`src/rtl/intc_n.sv`:
```
// Vectored interrupt controller: rising-edge sources, mask/pend/swset registers,
// IRQ/ADDR request with IACK/EOI handshake. Define INTC_ROUND_ROBIN_EN for rotating priority.
module intc_n #(
    parameter int          NUM_IRQ   = 4,
    parameter logic [31:0] VEC_BASE  = 32'h0000_0100,
    parameter int          VEC_SHIFT = 4
) (
    input  logic               clk,
    input  logic               rst,
    input  logic [NUM_IRQ-1:0] src,
    input  logic [1:0]         A,
    input  logic               WE,
    input  logic [31:0]        WD,
    output logic [31:0]        RD,
    output logic               IRQ,
    input  logic               IACK,
    output logic [31:0]        ADDR
);
    localparam logic [1:0] IDLE  = 2'd0;
    localparam logic [1:0] REQ   = 2'd1;
    localparam logic [1:0] INSVC = 2'd2;

    logic [1:0]         state;
    logic [4:0]         id;
    logic [4:0]         sel;
    logic [NUM_IRQ-1:0] src_q, mask, pend, req, rise, id_oh;
    logic [NUM_IRQ-1:0] w1c, swset, ack_clr;
    logic               ack, eoi, req_id;
    logic [31:0]        mask_w, pend_w, src_w;

    assign rise  = src & ~src_q;
    assign req   = pend & mask;
    assign ack   = (state == REQ) && IACK;
    assign eoi   = WE && (A == 2'd2) && (state == INSVC);
    assign w1c   = (WE && A == 2'd1) ? WD[NUM_IRQ-1:0] : '0;
    assign swset = (WE && A == 2'd3) ? WD[NUM_IRQ-1:0] : '0;

    always_comb begin
        id_oh = '0;
        for (int i = 0; i < NUM_IRQ; i++)
            id_oh[i] = (5'(i) == id);
    end

    assign ack_clr = ack ? id_oh : '0;
    assign req_id  = |(req & id_oh);

    generate
        if (NUM_IRQ < 32) begin : g_pad
            logic unused_wd;
            assign unused_wd = ^WD[31:NUM_IRQ];
        end
    endgenerate

`ifdef INTC_ROUND_ROBIN_EN
    logic [4:0] ptr;
    int         idx;
    logic       found;

    // Search starts one past the last acknowledged source and wraps.
    always_comb begin
        sel   = '0;
        found = 1'b0;
        idx   = 0;
        for (int k = 0; k < NUM_IRQ; k++) begin
            idx = int'(ptr) + 1 + k;
            if (idx >= NUM_IRQ) idx = idx - NUM_IRQ;
            if (idx >= NUM_IRQ) idx = idx - NUM_IRQ;
            for (int j = 0; j < NUM_IRQ; j++) begin
                if (!found && j == idx && req[j]) begin
                    sel   = 5'(j);
                    found = 1'b1;
                end
            end
        end
    end

    always_ff @(posedge clk or negedge rst) begin
        if (!rst)     ptr <= 5'(NUM_IRQ - 1);
        else if (ack) ptr <= id;
    end
`else
    always_comb begin
        sel = '0;
        for (int i = NUM_IRQ - 1; i >= 0; i--)
            if (req[i]) sel = 5'(i);
    end
`endif

    // Sets beat clears, so a re-fire during W1C or IACK is never lost.
    always_ff @(posedge clk or negedge rst) begin
        if (!rst) begin
            src_q <= '0;
            mask  <= '0;
            pend  <= '0;
        end else begin
            src_q <= src;
            if (WE && A == 2'd0) mask <= WD[NUM_IRQ-1:0];
            pend <= (pend & ~w1c & ~ack_clr) | rise | swset;
        end
    end

    always_ff @(posedge clk or negedge rst) begin
        if (!rst) begin
            state <= IDLE;
            id    <= '0;
            IRQ   <= 1'b0;
            ADDR  <= '0;
        end else begin
            case (state)
                IDLE: if (|req) begin
                    id    <= sel;
                    ADDR  <= VEC_BASE + (32'(sel) << VEC_SHIFT);
                    IRQ   <= 1'b1;
                    state <= REQ;
                end
                REQ: if (IACK) begin
                    IRQ   <= 1'b0;
                    state <= INSVC;
                end else if (!req_id) begin
                    IRQ   <= 1'b0;
                    state <= IDLE;
                end
                INSVC: if (eoi) state <= IDLE;
                default: begin
                    IRQ   <= 1'b0;
                    state <= IDLE;
                end
            endcase
        end
    end

    always_comb begin
        mask_w = '0;
        pend_w = '0;
        src_w  = '0;
        mask_w[NUM_IRQ-1:0] = mask;
        pend_w[NUM_IRQ-1:0] = pend;
        src_w[NUM_IRQ-1:0]  = src;
        case (A)
            2'd0:    RD = mask_w;
            2'd1:    RD = pend_w;
            2'd2:    RD = {22'b0, state, 3'b0, id};
            default: RD = src_w;
        endcase
    end
endmodule

```
`config.mk`:
```
export PLATFORM = sky130hd
export DESIGN_NAME = intc_n
export DESIGN_NICKNAME = d
export VERILOG_FILES = /design/src/rtl/intc_n.sv
export SDC_FILE = /design/constraint.sdc
export NUM_CORES = 1
export LEC_CHECK = 0
export ABC_AREA = 1
export CAP_MARGIN = 5
export CORE_UTILIZATION = 30
export DETAILED_ROUTE_END_ITERATION = 8
export PLACE_DENSITY = 0.74
export SETUP_SLACK_MARGIN = 0.1
export SKIP_CTS_REPAIR_TIMING = 1
export SLEW_MARGIN = 30
export SYNTH_ARGS = -nofsm -noshare
export SYNTH_HDL_FRONTEND = slang
export SYNTH_SLANG_ARGS = --single-unit
```
`constraint.sdc`:
```
create_clock -name clk -period 1.58 [get_ports clk]
set_clock_uncertainty 0.15 [all_clocks]
set_input_delay 0.395 -clock clk [delete_from_list [all_inputs] [get_ports clk]]
set_output_delay 0.395 -clock clk [all_outputs]
set_load 0.01 [all_outputs]
```
==> impl_metrics.csv, run 1 <==
group,metric,value,unit
global_routing,overflow,0,
place,place_ws,-967,ps
finish,final_nets,272,
clocking,cts_buffer_depth,2,
power_and_ir_drop,p_leak,0.970,nW
worst_hold_path,hold_start,"src[2]",
run,maxCapViolCount,0,
floorplanning,die_w,69.7,um
place,port-buffer-count,23,
finish,fillers,467,
power_and_ir_drop,peakVddDrop,0.485,mV
floorplanning,die_area,0.00485,mm^2
power_and_ir_drop,combPwrFrac,50.1,%
power_and_ir_drop,powerDensity,1120,mW/mm^2
sta,max_freq,0.598,GHz
floorplanning,num_rows,24,
routing,drtIter0Drc,29,
sta,hold_viol,0,
global_routing,grt_pass1_wl,4470,um
clocking,tritoncts,"yes",
logic_synthesis,synth_seq_area_share,32.8,%
routing,num_vias,1089,
floorplanning,io-pin-count,107,
routing,drt-total-wl,2650,um
logic_synthesis,synth.area.top_cells,"dfrtp_1, buf_4, nand2_1",
power_and_ir_drop,p_sw,0.000732,W
place,gp_congestion,0.872,
floorplanning,die_h,69.7,um
finish,area_delta_synth_final,24.0,%
logic_synthesis,yosys_warnings,0,
clocking,numCtsBuffers,3,
global_routing,grt_max_degree,19,
power_and_ir_drop,pwr-share-seq,33.5,%
setup_path,crit_path_max_fanout,4,
sta,min_period_over_period,106,%
floorplanning,core,0.00438,mm^2
sta,tns,-170,ps
clocking,root_buffer,"clkbuf_8",
power_and_ir_drop,p_int,0.00117,W
sta,setup_slack,-91.8,ps
clocking,cts_sinks,18,
finish,final_layout_size_suffix_gt1_share,25.4,%
global_routing,grt.total_usage,11.5,%
floorplanning,start_util,31.3,%
routing,avgRoutedWirePerCell,9.45,um
finish,layout_common_cells,"conb_1, nand2_1, buf_4",
logic_synthesis,syn_avg_cell_area,7.63,um^2
setup_path,cp-startpoint,"A[1]",
logic_synthesis,yosysTopAreaCellShare,32.8,%
setup_path,timing.critical_path.arrival,1130,ps
global_routing,grt_pass1_vias,1015,
worst_hold_path,hold_path.class,"input port to flop",
finish,num_antenna_cells,0,
power_and_ir_drop,clock_power_share,16.4,%
sta,slew_viol_final,0,
logic_synthesis,syn_area,0.00137,mm^2
clocking,clk_pin_slew,60,ps
finish,final_common_cell,"conb_1",
clocking,clock_latency,250,ps
sta,finalSetupViolCount,2,
setup_path,crit_type,"input port to output pin",
logic_synthesis,yosys.area.top_type,"dfrtp_1",
routing,ant_nets,0,
setup_path,cp_data_required_time,1030,ps
routing,drcViolationCount,0,
logic_synthesis,synthCells,180,
setup_path,cp-start-kind,"input port",
routing,drt_first_pass_iters,4,
logic_synthesis,synth_seq_cells,18,
clocking,h-tree-depth,1,
setup_path,endpoint_kind,"output pin",
global_routing,antenna_found_initial,0,
sta,rsz0062_at_grt,"yes",
outcome,status,"finished with violations",
place,place_hpwl,2150,um
outcome,violations,"negative setup slack",
routing,vias_per_cell,3.89,
setup_path,rr_startpoint,"state[1]",
power_and_ir_drop,p_sw_share,38.4,%
logic_synthesis,synth_cell_types,16,
sta,fin_crit,1670,ps
==> state kept, by name, summed over array words and instances, names as in the netlist <==
name / flops
id: 1
mask: 4
pend: 4
ADDR: 2
src_q: 4
IRQ: 1
state: 2
==> power groups by stage <==
stage | Sequential [W] | Clock (W) | Combinational (W)
after floorplan | 0.000676 | 0 | 0.000547
after global placement | 0.000638 | 0 | 0.000935
after detailed placement | 0.000645 | 0 | 0.000950
after CTS | 0.000636 | 0.000324 | 0.000956
after global routing | 0.000654 | 0.000343 | 0.00107
final | 0.000639 | 0.000313 | 0.000955
==> cell families (layout without fill, tap and decap cells) <==
logic type | after synthesis | count (layout) | synth area share [%]
AOI/OAI and AO/OA | 11 | 11 | 5.46
buffers and inverters | 73 | 67 | 35.0
DFF | 18 | 18 | 32.8
muxes | 4 | 4 | 4.37
other | 1 | 55 | 0.273
and+or+nand+nor | 73 | 73 | 22.1
==> through the flow <==
step	instances	util, %	total power [W]	hold slack [ps]	cell area [um^2]
floorplan	234	-	0.00122	-50.6	1580
global placement	275	36.9	0.00157	303	1620
detailed placement	275	36.9	0.00159	310	1620
CTS	278	37.8	0.00192	320	1660
global route	280	38.8	0.00207	162	1700
finish	280	38.8	0.00191	163	1700
==> cells in the mapped netlist <==
library cell / count
o211ai_1: 5
nand2_4: 1
a21oi_1: 1
nor2_1: 15
or2_1: 1
nand2_1: 46
mux2_4: 4
nor2_4: 1
dfrtp_1: 18
o21ai_0: 3
conb_1: 1
inv_1: 18
o2111ai_1: 2
buf_4: 55
nand3_1: 8
nor2_2: 1
==> worst max-delay path: stages <==
cell and delay (ps):
buf_8 100, buf_6 100, nor2_4 120, buf_6 130, nand2_4 40, o2111ai_2 60
buf_2 170
==> layout make-up <==
cell class | count | area (um^2) | share of cell area (%)
Multi-Input combinational cell | 143 | 693 | 40.7
Sequential cell | 18 | 450 | 26.5
Timing Repair Buffer | 46 | 385 | 22.6
Inverter | 18 | 67.6 | 3.97
Tap cell | 52 | 65.1 | 3.82
Clock buffer | 3 | 41.3 | 2.42
==> final timing paths <==
kind,endpoint,slack (ps),depth (start not counted)
min in group asynchronous,pend[0],310,2
worst min register to register,ADDR[8],310,1
worst max-delay path,RD[1],-90,7
worst min-delay path,src_q[2],160,1
worst max register to register,pend[2],210,7
max in group asynchronous,mask[2],770,2
==> per-layer routing <==
metal  wire, um  GRT usage (%)  vias up  share of wire [%]
met1       1170           14.7      494                 44
li1           -              -      542                  -
met2       1290           19.6       48                 49
met5          0              0        -                  0
met3        137           1.60        5                5.2
met4         46           4.67        0                1.7
No activity file was read; power rests on OpenSTA's default activity.
==> run 2, diff against run 1 <==
--- a/config.mk
+++ b/config.mk
@@ -8,6 +8,8 @@
 export ABC_AREA = 1
 export CAP_MARGIN = 5
 export CORE_UTILIZATION = 30
+export CTS_CLUSTER_DIAMETER = 120
+export CTS_CLUSTER_SIZE = 28
 export DETAILED_ROUTE_END_ITERATION = 8
 export PLACE_DENSITY = 0.74
 export SETUP_SLACK_MARGIN = 0.1
==> results of run 2 <==
The final DEF is identical to that of run 1; final timing and power are the same.
